File: config.mk
export PLATFORM = sky130hd
export DESIGN_NAME = multicycle_control_unit_flat
export DESIGN_NICKNAME = d
export VERILOG_FILES = /design/src/rtl/multicycle_control_unit_if.sv /design/src/rtl/multicycle_control_unit.sv /design/src/flat_wrapper.sv
export SDC_FILE = /design/constraint.sdc
export NUM_CORES = 1
export LEC_CHECK = 0
export CORE_MARGIN = 2
export CORE_UTILIZATION = 54
export CTS_BUF_LIST = sky130_fd_sc_hd__clkbuf_2
export DETAILED_ROUTE_END_ITERATION = 8
export PLACE_DENSITY = 0.95
export SLEW_MARGIN = 10
export SYNTH_ARGS = -nofsm -noshare
export SYNTH_HDL_FRONTEND = slang
export SYNTH_SLANG_ARGS = --single-unit
File: constraint.sdc
create_clock -name clk -period 2.8 [get_ports clk]
set_clock_uncertainty 0.15 [all_clocks]
set_input_delay 0.56 -clock clk [delete_from_list [all_inputs] [get_ports clk]]
set_output_delay 0.56 -clock clk [all_outputs]
set_load 0.1 [all_outputs]
File: src/rtl/multicycle_control_unit_if.sv
// Control bundle between the multicycle control unit and the datapath.
// ILLEGAL_TRAP_EN widens state_o to 4 bits and adds illegal_o.
interface multicycle_control_unit_if #(
   parameter int CNT_WIDTH = 32
);
   logic [6:0]           opcode_i;
   logic                 mem_ready_i;
   logic [2:0]           ALU_Op_o;
   logic                 ALU_Src_B_o;
   logic                 IR_Write_o;
   logic                 PC_Write_o;
   logic                 I_or_D_o;
   logic                 Mem_Read_o;
   logic                 Mem_Write_o;
   logic                 Reg_Write_o;
   logic                 Mem_to_Reg_o;
   logic [CNT_WIDTH-1:0] instr_count_o;
`ifdef ILLEGAL_TRAP_EN
   logic [3:0]           state_o;
   logic                 illegal_o;
`else
   logic [2:0]           state_o;
`endif

   modport master (
      input  opcode_i, mem_ready_i,
`ifdef ILLEGAL_TRAP_EN
      output illegal_o,
`endif
      output ALU_Op_o, ALU_Src_B_o, IR_Write_o, PC_Write_o,
      output I_or_D_o, Mem_Read_o, Mem_Write_o, Reg_Write_o,
      output Mem_to_Reg_o, state_o, instr_count_o
   );

   modport slave (
      output opcode_i, mem_ready_i,
`ifdef ILLEGAL_TRAP_EN
      input  illegal_o,
`endif
      input  ALU_Op_o, ALU_Src_B_o, IR_Write_o, PC_Write_o,
      input  I_or_D_o, Mem_Read_o, Mem_Write_o, Reg_Write_o,
      input  Mem_to_Reg_o, state_o, instr_count_o
   );
endinterface

File: src/rtl/multicycle_control_unit.sv
// Moore sequencer for the shared RV32I-subset multicycle datapath.
// ILLEGAL_TRAP_EN: illegal opcodes park the FSM in HALT until reset.
module multicycle_control_unit #(
   parameter int       CNT_WIDTH = 32,
   parameter bit [2:0] ALUOP_R   = 3'b000,
   parameter bit [2:0] ALUOP_I   = 3'b001,
   parameter bit [2:0] ALUOP_LUI = 3'b010,
   parameter bit [2:0] ALUOP_SW  = 3'b011,
   parameter bit [2:0] ALUOP_LW  = 3'b100
) (
   input logic                        clk,
   input logic                        reset,
   multicycle_control_unit_if.master  bus
);
`ifdef ILLEGAL_TRAP_EN
   localparam int SW = 4;
`else
   localparam int SW = 3;
`endif

   typedef enum logic [SW-1:0] {
      FETCH  = SW'(0),
      DECODE = SW'(1),
      EXEC   = SW'(2),
      ALU_WB = SW'(3),
      ADDR   = SW'(4),
      MEM_RD = SW'(5),
      MEM_WB = SW'(6),
`ifdef ILLEGAL_TRAP_EN
      MEM_WR = SW'(7),
      HALT   = SW'(8)
`else
      MEM_WR = SW'(7)
`endif
   } state_t;

   typedef enum logic [2:0] {
      CL_R, CL_I, CL_LUI, CL_LW, CL_SW, CL_ILL
   } cls_t;

   state_t               state;
   cls_t                 cls;
   cls_t                 dec_cls;
   logic [CNT_WIDTH-1:0] cnt;
   logic [2:0]           exec_op;

   function automatic cls_t classify(input logic [6:0] op);
      case (op)
         7'b0110011: classify = CL_R;
         7'b0010011: classify = CL_I;
         7'b0110111: classify = CL_LUI;
         7'b0000011: classify = CL_LW;
         7'b0100011: classify = CL_SW;
         default:    classify = CL_ILL;
      endcase
   endfunction

   assign dec_cls = classify(bus.opcode_i);

   // State, latched instruction class and retired-instruction counter
   always_ff @(posedge clk or negedge reset) begin
      if (!reset) begin
         state <= FETCH;
         cls   <= CL_R;
         cnt   <= '0;
      end else begin
         case (state)
            FETCH:  if (bus.mem_ready_i) state <= DECODE;
            DECODE: begin
               cls <= dec_cls;
               case (dec_cls)
                  CL_R, CL_I, CL_LUI: state <= EXEC;
                  CL_LW, CL_SW:       state <= ADDR;
`ifdef ILLEGAL_TRAP_EN
                  default:            state <= HALT;
`else
                  default:            state <= FETCH;
`endif
               endcase
            end
            EXEC:   state <= ALU_WB;
            ALU_WB: begin
               state <= FETCH;
               cnt   <= cnt + 1'b1;
            end
            ADDR:   state <= (cls == CL_LW) ? MEM_RD : MEM_WR;
            MEM_RD: if (bus.mem_ready_i) state <= MEM_WB;
            MEM_WB: begin
               state <= FETCH;
               cnt   <= cnt + 1'b1;
            end
            MEM_WR: if (bus.mem_ready_i) begin
               state <= FETCH;
               cnt   <= cnt + 1'b1;
            end
`ifdef ILLEGAL_TRAP_EN
            HALT:   state <= HALT;
`endif
            default: state <= FETCH;
         endcase
      end
   end

   always_comb begin
      case (cls)
         CL_I:    exec_op = ALUOP_I;
         CL_LUI:  exec_op = ALUOP_LUI;
         default: exec_op = ALUOP_R;
      endcase
   end

   // Output decode of state and class; only IR/PC writes see mem_ready_i
   always_comb begin
      bus.ALU_Op_o     = ALUOP_R;
      bus.ALU_Src_B_o  = 1'b0;
      bus.IR_Write_o   = 1'b0;
      bus.PC_Write_o   = 1'b0;
      bus.I_or_D_o     = 1'b0;
      bus.Mem_Read_o   = 1'b0;
      bus.Mem_Write_o  = 1'b0;
      bus.Reg_Write_o  = 1'b0;
      bus.Mem_to_Reg_o = 1'b0;
      case (state)
         FETCH: begin
            bus.Mem_Read_o = 1'b1;
            bus.IR_Write_o = bus.mem_ready_i & reset;
            bus.PC_Write_o = bus.mem_ready_i & reset;
         end
         EXEC, ALU_WB: begin
            bus.ALU_Op_o    = exec_op;
            bus.ALU_Src_B_o = (cls != CL_R);
            bus.Reg_Write_o = (state == ALU_WB);
         end
         ADDR, MEM_RD, MEM_WR: begin
            bus.ALU_Op_o    = (cls == CL_LW) ? ALUOP_LW : ALUOP_SW;
            bus.ALU_Src_B_o = 1'b1;
            bus.I_or_D_o    = (state != ADDR);
            bus.Mem_Read_o  = (state == MEM_RD);
            bus.Mem_Write_o = (state == MEM_WR);
         end
         MEM_WB: begin
            bus.Reg_Write_o  = 1'b1;
            bus.Mem_to_Reg_o = 1'b1;
         end
         default: ;
      endcase
   end

   assign bus.state_o       = state;
   assign bus.instr_count_o = cnt;
`ifdef ILLEGAL_TRAP_EN
   assign bus.illegal_o     = (state == HALT);
`endif
endmodule

File: src/flat_wrapper.sv
// flat-port wrapper written by rule: the top's interface ports become plain ports
module multicycle_control_unit_flat 
#(
   parameter int       CNT_WIDTH = 32,
   parameter bit [2:0] ALUOP_R   = 3'b000,
   parameter bit [2:0] ALUOP_I   = 3'b001,
   parameter bit [2:0] ALUOP_LUI = 3'b010,
   parameter bit [2:0] ALUOP_SW  = 3'b011,
   parameter bit [2:0] ALUOP_LW  = 3'b100
)
  (clk, reset, bus_opcode_i, bus_mem_ready_i, bus_ALU_Op_o, bus_ALU_Src_B_o, bus_IR_Write_o, bus_PC_Write_o, bus_I_or_D_o, bus_Mem_Read_o, bus_Mem_Write_o, bus_Reg_Write_o, bus_Mem_to_Reg_o, bus_state_o, bus_instr_count_o);
  multicycle_control_unit_if #(.CNT_WIDTH(CNT_WIDTH)) bus_i ();
  input logic clk;
  input logic reset;
  input wire logic [$bits(bus_i.opcode_i)-1:0] bus_opcode_i;
  input wire logic [$bits(bus_i.mem_ready_i)-1:0] bus_mem_ready_i;
  output wire logic [$bits(bus_i.ALU_Op_o)-1:0] bus_ALU_Op_o;
  output wire logic [$bits(bus_i.ALU_Src_B_o)-1:0] bus_ALU_Src_B_o;
  output wire logic [$bits(bus_i.IR_Write_o)-1:0] bus_IR_Write_o;
  output wire logic [$bits(bus_i.PC_Write_o)-1:0] bus_PC_Write_o;
  output wire logic [$bits(bus_i.I_or_D_o)-1:0] bus_I_or_D_o;
  output wire logic [$bits(bus_i.Mem_Read_o)-1:0] bus_Mem_Read_o;
  output wire logic [$bits(bus_i.Mem_Write_o)-1:0] bus_Mem_Write_o;
  output wire logic [$bits(bus_i.Reg_Write_o)-1:0] bus_Reg_Write_o;
  output wire logic [$bits(bus_i.Mem_to_Reg_o)-1:0] bus_Mem_to_Reg_o;
  output wire logic [$bits(bus_i.state_o)-1:0] bus_state_o;
  output wire logic [$bits(bus_i.instr_count_o)-1:0] bus_instr_count_o;
  assign bus_i.opcode_i = bus_opcode_i;
  assign bus_i.mem_ready_i = bus_mem_ready_i;
  assign bus_ALU_Op_o = bus_i.ALU_Op_o;
  assign bus_ALU_Src_B_o = bus_i.ALU_Src_B_o;
  assign bus_IR_Write_o = bus_i.IR_Write_o;
  assign bus_PC_Write_o = bus_i.PC_Write_o;
  assign bus_I_or_D_o = bus_i.I_or_D_o;
  assign bus_Mem_Read_o = bus_i.Mem_Read_o;
  assign bus_Mem_Write_o = bus_i.Mem_Write_o;
  assign bus_Reg_Write_o = bus_i.Reg_Write_o;
  assign bus_Mem_to_Reg_o = bus_i.Mem_to_Reg_o;
  assign bus_state_o = bus_i.state_o;
  assign bus_instr_count_o = bus_i.instr_count_o;
  multicycle_control_unit #(.CNT_WIDTH(CNT_WIDTH), .ALUOP_R(ALUOP_R), .ALUOP_I(ALUOP_I), .ALUOP_LUI(ALUOP_LUI), .ALUOP_SW(ALUOP_SW), .ALUOP_LW(ALUOP_LW)) u_core (.clk(clk), .reset(reset), .bus(bus_i));
endmodule
**Yosys cells after proc, flatten, opt, wreduce, memory -nomap -nowiden**

Index checks and enable logic that the tools add are counted.

- Register bits: 38
- Input port bits: 10
- Output and inout bits: 46
- Logic and storage cells: 58

- Add/subtract/negate cells: 1
- Eq/ne operators: 23
- Multiplexer cells: 19
- Bitwise operators: 1
- Reductions and logical operators: 11

Operators with widths:

| operator | count |
|---|---|
| 32-bit one-hot mux with 2 select lines | 1 |
| 32-bit by 1-bit adder with 32-bit output, second input constant | 1 |
| 32-bit 2-to-1 mux | 1 |
| 7-bit by 6-bit equality test with 1-bit output, second input constant | 3 |
| 3-bit one-hot mux with 7 select lines | 1 |
| 3-bit by 2-bit equality test with 1-bit output, second input constant | 6 |
| 3-bit equality test, second input constant | 5 |
| 3-bit one-hot mux with 5 select lines | 1 |
| 3-bit 2-to-1 mux | 4 |
| 3-bit one-hot mux with 2 select lines | 2 |
| 3-bit by 1-bit equality test with 1-bit output, second input constant | 3 |
| 7-bit by 2-bit equality test with 1-bit output, second input constant | 1 |
| 7-bit by 5-bit equality test with 1-bit output, second input constant | 1 |
| 3-bit zero test | 2 |
| 2-bit inequality test, second input constant | 3 |
| 1-bit one-hot mux with 2 select lines | 3 |
| 2-bit OR reduction | 3 |
| 3-bit OR reduction | 2 |
| 1-bit 2-to-1 mux | 4 |
| 2-bit one-hot mux with 2 select lines | 1 |
| 3-bit inequality test, second input constant | 1 |
| 3-bit AND reduction | 1 |
| 3-bit nonzero test | 1 |
| 2-bit 2-to-1 mux | 1 |
| 3 further kinds | 3 |

**Depth between registers and ports, before layout**

Gate-level depths: netlist (run 1).

- Word-level depth: 6
- Mapped depth: 6
- Mapped depth without buffers: 4

**Worst setup path after synthesis (run 1)**

OpenSTA, ideal clock, no wires.

- Path type: reg-to-output
- From: register u_core.state[1] (netlist: u_core.bus.state_o[1])
- To: output bus_ALU_Src_B_o
- Data arrival time: 3,902 ps
- Required time: 2,090 ps
- Setup slack: -1,812 ps
- Stages on the path, launching flop included: 5
- Path buffers: 2
- Cells stage by stage: dfrtp_1 -> buf_2 -> clkbuf_1 -> inv_1 -> o31ai_1

- Word-level cells in the longest chain between the ends: 3
- Elaborated cells on any way between the ends: 8
- Classes of those cells: 5 x eq/ne; 1 x mux; 2 x reduce/logical

RTL lines:

| item | RTL line | RTL |
|---|---|---|
| start: declaration | multicycle_control_unit.sv:41 | `state_t state;` |
| start signal: assignment | multicycle_control_unit.sv:86 | `ADDR: state <= (cls == CL_LW) ? MEM_RD : MEM_WR;` |
| 3-bit equality test / 3-bit by 2-bit equality test with 1-bit output (equally long branches) | multicycle_control_unit.sv:123 | `case (state)` |
| 3-bit OR reduction / 2-bit OR reduction (equally long branches) | multicycle_control_unit.sv:123 |  |
| 1-bit one-hot mux with 2 select lines * | multicycle_control_unit.sv:123 |  |
| end: declaration | flat_wrapper.sv:18 | `output wire logic [$bits(bus_i.ALU_Src_B_o)-1:0] bus_ALU_Src_B_o;` |

Every way passes the cells marked *; elsewhere a longest branch is shown, timed or not.

**Worst setup path after layout (run 1)**

Same ends and word-level chain as after synthesis.

==> metrics, run 1 <==
outcome=finished, final reports clean; Filler cells=255; Final nets=272; mean routed wirelength per cell=15.1 microns; Slew Limit Fails=0; maxcap violations=0; Die ar.=4410 sq um; Core Box Area=3690 sq um; clk sinks=38; syn nets=217; Routed WL=4690 microns; IO Pins=56; Total GRT Usage=0.242; worst path arrival time=1950 ps; syn_area_per_cell=10.2 sq um; final hold violations=0; register area share after synthesis=0.452; cell chain of the critical path=inv_1 > o21ai_1 > o31ai_4 > buf_4; Tcrit/Tclk final=0.949; top cells by area, synth=dfrtp_1 (45%), xnor2_1 (12%), nand3_1 (3.8%); Synth Register Bits=38; Initial DRC Count=154; Max H-tree Level=2; DRC=0; area grow syn2layout=29.8%; footprint of the multi-input gates=1120 sq um; Post-CTS Resized=0; VDD IR-drop max=0.547 mV; worst-skew pair later-pin latency=400 ps; Post-synth ARST share=1.00; first-pass GRT wire length=8190 microns; fmax=376 MHz; most common cell after layout, fill and taps aside=buf_4; CTS root buf=clkbuf_2; RSZ-0062 raised after global routing=no; GP Congestion=0.864; cts bufs inserted=5; most frequent cells in the layout=buf_4 (43), dfrtp_1 (35), xnor2_1 (28); Die W=66.4 microns; Hold Crit Class=in -> async; Slew headroom=0.512; Yosys top cell area share=0.452; Antenna Nets Post-Route=0; worst r2r src=u_core.bus.state_o[0]$_DFFE_PN0P_; CTS Hold Buffers Added=0; vias in the first global route=1754; setup repair bufs after CTS=0; cell row count=22; cell area after technology mapping=2100 sq um; post-route minimum period=2660 ps; CTS tree=done; pin count of the biggest net entering global routing=39; DP HPWL=3570 microns; data required time of the worst path=2090 ps; Critical Path End Type=output pin; post-synth top area cell=dfrtp_1; leak pwr=1.24 nW; Startpoint Class=register; Power Total=0.00206 W; ys flop type=dfrtp_1; Post-synth EDFFs=0; share of cells above drive strength 1=0.302; slowest cell on the critical path=dfrtp_2; CP max FO=18; Buf/Inv on CP=2; starting density of the core=0.570; DR vias/cell=5.79; ANT cells=0; Crit Path Category=reg -> out; Max clock buf depth=2; Top delay family on crit path=flip-flops; Yosys Warn Count=0; Vias=1796; drt pass-1 iters=4; Clock transition at path regs=190 ps; Register Area=955 sq um; total gr overflow=0; final setup violation count=0; gate count after technology mapping=206; Worst-Margin Slew=729 ps; flop2flop setup slack=840 ps; Pwr per Cell Area=756 nW/um^2; die span in y=66.4 microns; CP max stage delay=640 ps; setup tns final=0 ps; # port buffers=55; Yosys cell types=41; worst setup path start=u_core.bus.state_o[1]$_DFFE_PN0P_; initial antenna violation count=0
-- sequential cells by signal, summed over array words and instances, names as in the netlist --
register                  count
u_core.bus.instr_count_o     32
u_core.bus.state_o            3
u_core.cls                    3
-- cell usage after synthesis (all sizes together) (3+ instances only) --
| library cell | count |
|---|---|
| nand2 | 19 |
| nor2 | 11 |
| and2 | 5 |
| nand3 | 16 |
| nand4 | 13 |
| a31oi | 3 |
| and3 | 8 |
| buf | 7 |
| nor3 | 5 |
| nor4 | 6 |
| a21oi | 5 |
| xor2 | 4 |
| inv | 5 |
| dfrtp | 38 |
| xnor2 | 28 |
| and4 | 5 |
| clkbuf | 3 |
| o21ai | 4 |
-- report_power, final --
| group | internal (W) | leakage [nW] | switching (W) |
|---|---|---|---|
| Clock | 0.0000569 | 0.0264 | 0.000186 |
| Sequential | 0.000597 | 0.498 | 0.000147 |
| Combinational | 0.000278 | 0.716 | 0.000797 |
-- layer usage --
| metal | part of all wire | global-route usage | up-vias |
|---|---|---|---|
| li1 | - | - | 848 |
| met1 | 0.41 | 0.313 | 882 |
| met2 | 0.52 | 0.399 | 59 |
| met3 | 0.055 | 0.0443 | 7 |
| met4 | 0.016 | 0.0995 | 0 |
| met5 | 0 | 0 | - |
-- worst paths after layout --
path | cells after the start | end
setup / recovery | 4 | bus_ALU_Src_B_o
setup reg to reg | 5 | u_core.bus.instr_count_o[11]$_DFFE_PN0P_
hold / removal | 2 | u_core.bus.instr_count_o[0]$_DFFE_PN0P_
hold reg to reg | 1 | u_core.bus.instr_count_o[31]$_DFFE_PN0P_
max in group asynchronous | 2 | u_core.bus.state_o[1]$_DFFE_PN0P_
min in group clk | 1 | u_core.bus.instr_count_o[31]$_DFFE_PN0P_
-- cell type report --
class / count / share of cell area
well taps: 48 / 0.0220
clock inverters: 3 / 0.00596
flip-flops and latches: 38 / 0.350
inverters: 5 / 0.00688
repair buffers: 58 / 0.194
multi-input cells: 153 / 0.412
clock buffers: 5 / 0.00917
-- cells by family (layout without fill, tap and decap cells) --
logic type,after synthesis,in the layout,synth area share
buf+inv,15,71,0.0393
xor+xnor,32,32,0.133
compound gates,22,22,0.0810
fa+ha+maj,1,1,0.00595
flops,38,38,0.452
simple gates,98,98,0.288
-- through the flow --
stage	hold slack [ps]	util	instance area [sq um]	worst slack, ps	std cells
3_5_place_dp	314	0.728	2690	314	302
2_1_floorplan	114	-	2160	-179	206
3_3_place_gp	313	0.728	2690	397	302
5_1_grt	47.1	0.739	2730	44.6	310
6_report	48.1	0.739	2730	143	310
4_1_cts	47.6	0.739	2730	128	310
(Power assumes the default switching activity.)
==> run 2, diff against run 1 <==
--- a/config.mk
+++ b/config.mk
@@ -8,9 +8,11 @@
 export CORE_MARGIN = 2
 export CORE_UTILIZATION = 54
 export CTS_BUF_LIST = sky130_fd_sc_hd__clkbuf_2
+export CTS_CLUSTER_SIZE = 30
 export DETAILED_ROUTE_END_ITERATION = 8
 export PLACE_DENSITY = 0.95
 export SLEW_MARGIN = 10
 export SYNTH_ARGS = -nofsm -noshare
 export SYNTH_HDL_FRONTEND = slang
 export SYNTH_SLANG_ARGS = --single-unit
+export TNS_END_PERCENT = 100
==> results of run 2 <==
Final layout, timing and power as in run 1 (identical DEF).
